$ cat src/rtl/instr_fetch.sv
// instr_fetch: owns the PC, fetches from instruction memory, resolves B/BR locally
// and hands every other instruction to the decoder over valid/ready.
module instr_fetch #(
  parameter int unsigned RESET_PC = 0,
  parameter int PC_W = 32
) (
  input  logic            clk,
  input  logic            rst,
  output logic            imem_req,
  output logic [PC_W-1:0] imem_addr,
  input  logic            imem_valid,
  input  logic [31:0]     imem_data,
  output logic [2:0]      br_addr,
  input  logic [31:0]     br_data,
  output logic [31:0]     instr_out,
  output logic [PC_W-1:0] instr_pc,
  output logic            instr_valid,
  input  logic            instr_ready,
  input  logic            redirect_en,
  input  logic [PC_W-1:0] redirect_pc,
  output logic            halted
);
  typedef enum logic [1:0] {FETCH, WAIT, ISSUE, HALTED} state_t;
  localparam logic [6:0] OP_B = 7'b1100000;
  localparam logic [6:0] OP_BR = 7'b1100010;
  localparam logic [6:0] OP_HALT = 7'b1101000;
  state_t state;
  logic [PC_W-1:0] pc;
  logic kill;
  logic [6:0] op;
  logic [PC_W-1:0] b_target;
  logic in_flight;
  assign op = imem_data[31:25];
  assign b_target = pc + {{(PC_W-16){imem_data[15]}}, imem_data[15:0]};
  // a redirect while a request is outstanding must swallow that response
  assign in_flight = (state == FETCH) || (state == WAIT && !imem_valid);
  assign imem_req = (state == FETCH) && !rst;
  assign imem_addr = pc;
  assign br_addr = imem_data[24:22];
  assign instr_valid = (state == ISSUE) && !redirect_en;
  assign halted = (state == HALTED);
  always_ff @(posedge clk or posedge rst)
    if (rst) begin
      state <= FETCH;
      pc <= PC_W'(RESET_PC);
      kill <= 1'b0;
      instr_out <= '0;
      instr_pc <= '0;
    end else if (redirect_en) begin
      pc <= redirect_pc;
      kill <= in_flight;
      state <= in_flight ? WAIT : FETCH;
    end else begin
      case (state)
        FETCH: state <= WAIT;
        WAIT:
          if (imem_valid) begin
            kill <= 1'b0;
            if (kill) state <= FETCH;
            else if (op == OP_B) begin
              pc <= b_target;
              state <= FETCH;
            end else if (op == OP_BR) begin
              pc <= br_data[PC_W-1:0];
              state <= FETCH;
            end else if (op == OP_HALT) state <= HALTED;
            else begin
              instr_out <= imem_data;
              instr_pc <= pc;
              pc <= pc + PC_W'(1);
              state <= ISSUE;
            end
          end
        ISSUE: if (instr_ready) state <= FETCH;
        default: ;
      endcase
    end
endmodule

$ cat config.mk
export PLATFORM = sky130hd
export DESIGN_NAME = instr_fetch
export DESIGN_NICKNAME = d
export VERILOG_FILES = /design/src/rtl/instr_fetch.sv
export SDC_FILE = /design/constraint.sdc
export NUM_CORES = 1
export LEC_CHECK = 0
export BUFFER_PORTS_ARGS = -buffer_cell sky130_fd_sc_hd__buf_4
export CELL_PAD_IN_SITES_DETAIL_PLACEMENT = 1
export CELL_PAD_IN_SITES_GLOBAL_PLACEMENT = 1
export CORE_ASPECT_RATIO = 0.75
export CORE_MARGIN = 4
export CORE_UTILIZATION = 43
export CTS_BUF_LIST = sky130_fd_sc_hd__clkbuf_4
export DETAILED_ROUTE_END_ITERATION = 8
export HOLD_SLACK_MARGIN = 0.05
export PLACE_DENSITY = 0.95
export SLEW_MARGIN = 20
export SYNTH_ARGS = -nofsm -noshare
export SYNTH_HDL_FRONTEND = slang
export SYNTH_SLANG_ARGS = --single-unit
$ cat constraint.sdc
create_clock -name clk -period 6.9 [get_ports clk]
set_input_delay 0.345 -clock clk [delete_from_list [all_inputs] [get_ports clk]]
set_output_delay 0.345 -clock clk [all_outputs]
set_load 0.005 [all_outputs]
* Word level (Yosys, flattened, before mapping)
Cells that the tools add are included.
** Cells by class
- Muxes and demuxes :: 19
- Eq/ne operators :: 10
- Reduce and logical (&&, ||, !) cells :: 15
- $add $sub $neg :: 2
- Bitwise operators :: 5
** Operators with widths (number)
- two-way mux 32 bit :: 7
- adder 32 x 1 -> 32 bit (second input constant) :: 1
- adder 32 bit :: 1
- equality test 7 bit (second input constant) :: 3
- two-way mux 2 bit :: 6
- AND reduction 7 bit :: 1
- inequality test 3 bit (second input constant) :: 2
- one-hot mux 2 bit (3 select lines) :: 1
- two-way mux 1 bit :: 5
- NOT 1 bit :: 5
- equality test 2 bit (second input constant) :: 2
- inequality test 4 bit (second input constant) :: 1
- AND reduction 4 bit :: 1
- nonzero test 2 bit :: 2
- nonzero test 4 bit :: 1
- logical AND 1 bit :: 3
- logical NOT 1 bit :: 3
- AND reduction 3 bit :: 1
- equality test 2 x 1 -> 1 bit (second input constant) :: 1
- logical NOT 2 bit :: 1
- inequality test 2 bit (second input constant) :: 1
- AND reduction 2 bit :: 1
- logical OR 1 bit :: 1
** Storage, ports and cells
- Bits of input ports :: 101
- Bits in registers :: 99
- Output and inout bits :: 102
- Word-level logic and storage cells :: 56

* Longest topological paths before layout
- Word-level depth :: 8
- Mapped depth :: 12
- Mapped depth without buffers :: 11

* Worst setup path after synthesis
OpenSTA, ideal clock, no wires.
- Path kind :: reg2reg
- From :: register pc[0] (netlist: imem_addr[0])
- To :: register pc[28] (netlist: imem_addr[28])
- Period minus slack after synthesis :: 2.981 ns
- Path slack :: 3.919 ns
- Setup time :: 0.128 ns
- Cell stages (with the launch flop) :: 12
- Path buffers :: 0
- Required time :: 6.772 ns
- Data arrival time :: 2.854 ns
- Cells stage by stage :: dfrtp_1 ha_1 fa_1 a21o_1 a31o_1 nand4_1 a41oi_1 a221o_2 a2111o_1 a21o_1 a31oi_1 a21oi_1
** Between the ends
- Longest elaborated chain between the ends :: 8
- Elaborated cells between the ends (all ways) :: 9
- Classes of those cells :: add/sub: 2; mux: 7
** RTL lines
- start: declaration :: RTL line 28 : logic [PC_W-1:0] pc;
- start signal: assignment :: RTL line 45 : pc <= PC_W'(RESET_PC);
- start signal: assignment :: RTL line 50 : pc <= redirect_pc;
- start signal: assignment :: RTL line 61 : pc <= b_target;
- adder 32 x 1 -> 32 bit :: RTL line 70 : pc <= pc + PC_W'(1);
- two-way mux 32 bit :: RTL line 66 : end else if (op == OP_HALT) state <= HALTED;
- two-way mux 32 bit :: RTL line 63 : end else if (op == OP_BR) begin
- two-way mux 32 bit (*) :: RTL line 60 : else if (op == OP_B) begin
- two-way mux 32 bit (*) :: RTL line 59 : if (kill) state <= FETCH;
- two-way mux 32 bit (*) :: RTL line 57 : if (imem_valid) begin
- two-way mux 32 bit (*) :: RTL line 54 : case (state)
- two-way mux 32 bit (*) :: RTL line 49 : end else if (redirect_en) begin
Every way passes the cells marked *; elsewhere a longest branch is shown, timed or not. The select of a mux whose other input is x is not followed.
A chain may end at the register's enable or synchronous reset.

* Worst setup path in the final report
- From :: input port imem_data[0]
- To :: register pc[28] (netlist: imem_addr[28])
** Between the ends
- Longest elaborated chain between the ends :: 6
** RTL lines
- start: declaration :: RTL line 12 : input logic [31:0] imem_data,
- adder 32 bit :: RTL line 34 : assign b_target = pc + {{(PC_W-16){imem_data[15]}}, imem_data[15:0]};
- two-way mux 32 bit :: RTL line 60
- two-way mux 32 bit :: RTL line 59
- two-way mux 32 bit :: RTL line 57
- two-way mux 32 bit :: RTL line 54
- two-way mux 32 bit :: RTL line 49
- end signal: assignment :: RTL line 50
- end signal: assignment :: RTL line 61
- end signal: assignment :: RTL line 64 : pc <= br_data[PC_W-1:0];
Every way passes these cells. The select of a mux whose other input is x is not followed.

==> metrics <==
outcome completed; Post-Synth Simple-Gate Area 16.27%; slew at the pin with the worst max-slew slack 0.9547 ns; Yosys Warn Count 0; WL/cell 22.14 um; hpwl dp 18600 um; Startpoint Class input pin; TritonCTS clock tree built; Die Ht around 120 um; Crit-path slowest cell dlygate4sd3_1; Net Count, Synth 889; initial core utilization 44.23%; die area 17910 um^2; Setup CP Type in2reg; Top-Level Pins 203; Post-CTS Repair Setup Buffers 0; clk buf depth 2; r2r setup slk 3.47 ns; dominant cell type by count on the critical path a21o_1; first drt pass iteration count 5; peak supply drop 0.0001841 V; Reg power frac 38.6%; Synth Area per Inst 9.053 um^2; Final Util 57.77%; post-synthesis adder-cell area fraction 6.919%; Clk network pwr share 12.1%; area after detailed placement between 8000 and 9000 um^2; mapped cell area around 7000 um^2; P_sw 1.025 mW; RSZ-0062 raised after global routing false; Hold Path Class in2reg; combinational share of power 49.4%; vias in the first global route 7168; Net Sw Frac 39.68%; share of the synthesized area in the top cell type 36.44%; Placer Congestion 0.8971; via/cell ratio 5.967; Design Power 2.583 mW; number of flops mapped to enable cells by yosys 0; largest cells by area after synthesis dfrtp_1 36%, mux2_2 9.4%, ha_1 6.6%; Port Buffer Count approximately 200; initial antenna violation count 0; antenna diode count 0; first-pass GRT wire length 40850 um; Int Pwr 1.558 mW; post-synthesis mux area share 10.77%; Synth Register Bits 99; sequential share of the synthesized area 36.44%; Slew HR 36.35%; Setup violations, final 0; Max H-tree Level 3; via count 6957; clk_lat worst skew 0.49 ns; complex-gate fraction of the synthesized area 20.54%; Final Max Slew Viols 0; DRT Wirelength 25820 um; Total GRT Usage 28.68%; Row Count 39; Max Freq 290.7 MHz; total grt overflow 0; Worst EP arrival roughly 3.8 ns; Synth Area in XOR/XNOR 5.539%; Leak 4.109 nW; placed cell count 1121; final instance area about 8900 um^2; cells after synthesis 751; Layout Cells excl Fill 1166; final critical path time including I/O delays and setup 3.440 ns; top cell type by total area after synthesis dfrtp_1; Req. time, crit path 7.29 ns; First DRT Iteration DRCs 467; remaining antenna violation count 0; clock sinks 99; Area Overhead vs Synth 30.60%; clk_skew about 0.018 ns; delay-heaviest family, CP compound AO/OA/AOI/OAI gates; Fin Setup TNS 0 ns; drc violations 0; asr flop ratio synth 100.0%; largest family of logic cells by synthesized area compound AO/OA/AOI/OAI gates; P per Cell Area 290.9 nW/um^2; Clock transition at path regs 0.17 ns; die width between 150 and 200 um; share of layout cells above drive strength 1 31.11%; largest net degree at the start of global routing 70; WP buf/inv 2; period utilisation layout between 40% and 50%; prevailing post-synth register cell dfrtp_1; Root Driver clkbuf_4; Cell Chain, Critical Path dlygate4sd3_1 -> buf_4 -> ha_1 -> fa_1 -> a21o_1 -> a31o_1 -> nand4_1 -> a41oi_1 -> a221o_2 -> a2111o_1 -> a21o_1 -> a31oi_1 -> a21oi_1; Final Hold Viols 0; cts repair resizes 0; # hold bufs at CTS 22; crit-path max FO 4; post-synthesis cell type count 64; crit end category register; Max Cap Violations 0; Final nets 1094; CTS Buf Count 9; core area 15370 um^2; CP max stage delay ~0.54 ns
## through the flow
| step | hold WS [ns] | setup slack, ns |
|---|---|---|
| global placement | 0.3971 | 3.628 |
| CTS | 0.05092 | 3.493 |
| finish | 0.07465 | 3.460 |
| floorplan | 0.4504 | 3.919 |
| detailed placement | 0.3933 | 3.534 |
| global route | 0.05111 | 3.257 |
## power by group through the flow
stage | Combinational [mW] | Sequential, mW | Clock [mW]
detailed placement | 1.25 | 1.00 | 0
global route | 1.39 | 1.03 | 0.347
CTS | 1.27 | 0.990 | 0.322
global placement | 1.19 | 0.979 | 0
finish | 1.28 | 0.996 | 0.311
floorplan | 0.647 | 0.969 | 0
## synth_stat cells, types with 13 or more instances
| cell type | number |
|---|---|
| a31oi_1 | 13 |
| nand3_1 | 18 |
| nor2_1 | 48 |
| ha_1 | 36 |
| a21oi_1 | 69 |
| inv_1 | 16 |
| a211oi_1 | 16 |
| mux2_2 | 57 |
| a21o_1 | 18 |
| buf_1 | 13 |
| o21ai_0 | 44 |
| clkbuf_1 | 25 |
| nand4_1 | 15 |
| xor2_1 | 19 |
| xnor2_1 | 24 |
| dfrtp_1 | 99 |
| nand2_1 | 76 |
| nor3_1 | 17 |
## placed cells by master, fill, tap and decap left out, drive strengths merged, types with 11 or more instances in the layout
cell type / instances
buf: 209
dfrtp: 99
nand2: 76
a21oi: 72
mux2: 57
o21ai: 51
nor2: 49
ha: 36
dlygate4sd3: 29
xnor2: 24
xor2: 19
a21o: 19
inv: 19
nand3: 18
nor3: 17
a211oi: 16
nand4: 15
a31oi: 13
nor3b: 11
## path summary, 6_finish.rpt
check / from / to / cells past startpoint
min reg2reg: instr_pc[7] / instr_pc[7] / 2
max: imem_data[0] / imem_addr[28] / 13
min: redirect_pc[21] / imem_addr[21] / 3
max in group asynchronous: rst / instr_pc[13] / 4
min in group asynchronous: rst / imem_addr[3] / 3
max reg2reg: imem_addr[0] / imem_addr[28] / 11
## worst reg2reg max path, cell delays in order, from the launching register on
cell	delay [ns]
dfrtp_1	0.48
ha_1	0.26
fa_1	0.47
a21o_1	0.23
a31o_1	0.23
nand4_1	0.13
a41oi_1	0.24
a221o_2	0.47
a2111o_1	0.39
a21o_1	0.17
a31oi_1	0.15
a21oi_1	0.09
## kinds of logic (layout without fill, tap and decap cells)
logic type | Yosys count | after routing
buffers and inverters | 60 | 270
AND/OR/NAND/NOR | 226 | 226
adder cells (fa/ha/maj) | 37 | 37
multiplexers | 66 | 66
XOR/XNOR | 43 | 43
flip-flops | 99 | 99
AO/OA/AOI/OAI | 220 | 220
## state kept, by name, summed over array words and instances (netlist names)
| register | flops |
|---|---|
| state | 2 |
| instr_pc | 32 |
| instr_out | 32 |
| imem_addr | 32 |
| kill | 1 |
## routing by layer
metal  global-route usage, %  up-vias  part of all wire, %
met3                   6.395       43                  8.0
met4                   7.359        0                  1.9
met2                   46.04      313                   46
met1                   39.86     3437                   44
met5                       0        -                    0
li1                        -     3164                    -
## area by class of cell
cell class / count / area (um^2)
clock buffers: 9 / 67.56
clock inverters: 7 / 60.06
fillers: 1813 / 6491
inverters: 16 / 62.56
multi-input cells: 592 / 4096
flip-flops and latches: 99 / 2477
well taps: 205 / 256.5
repair buffers: 238 / 1859
Power figures use the tool's default switching activity.
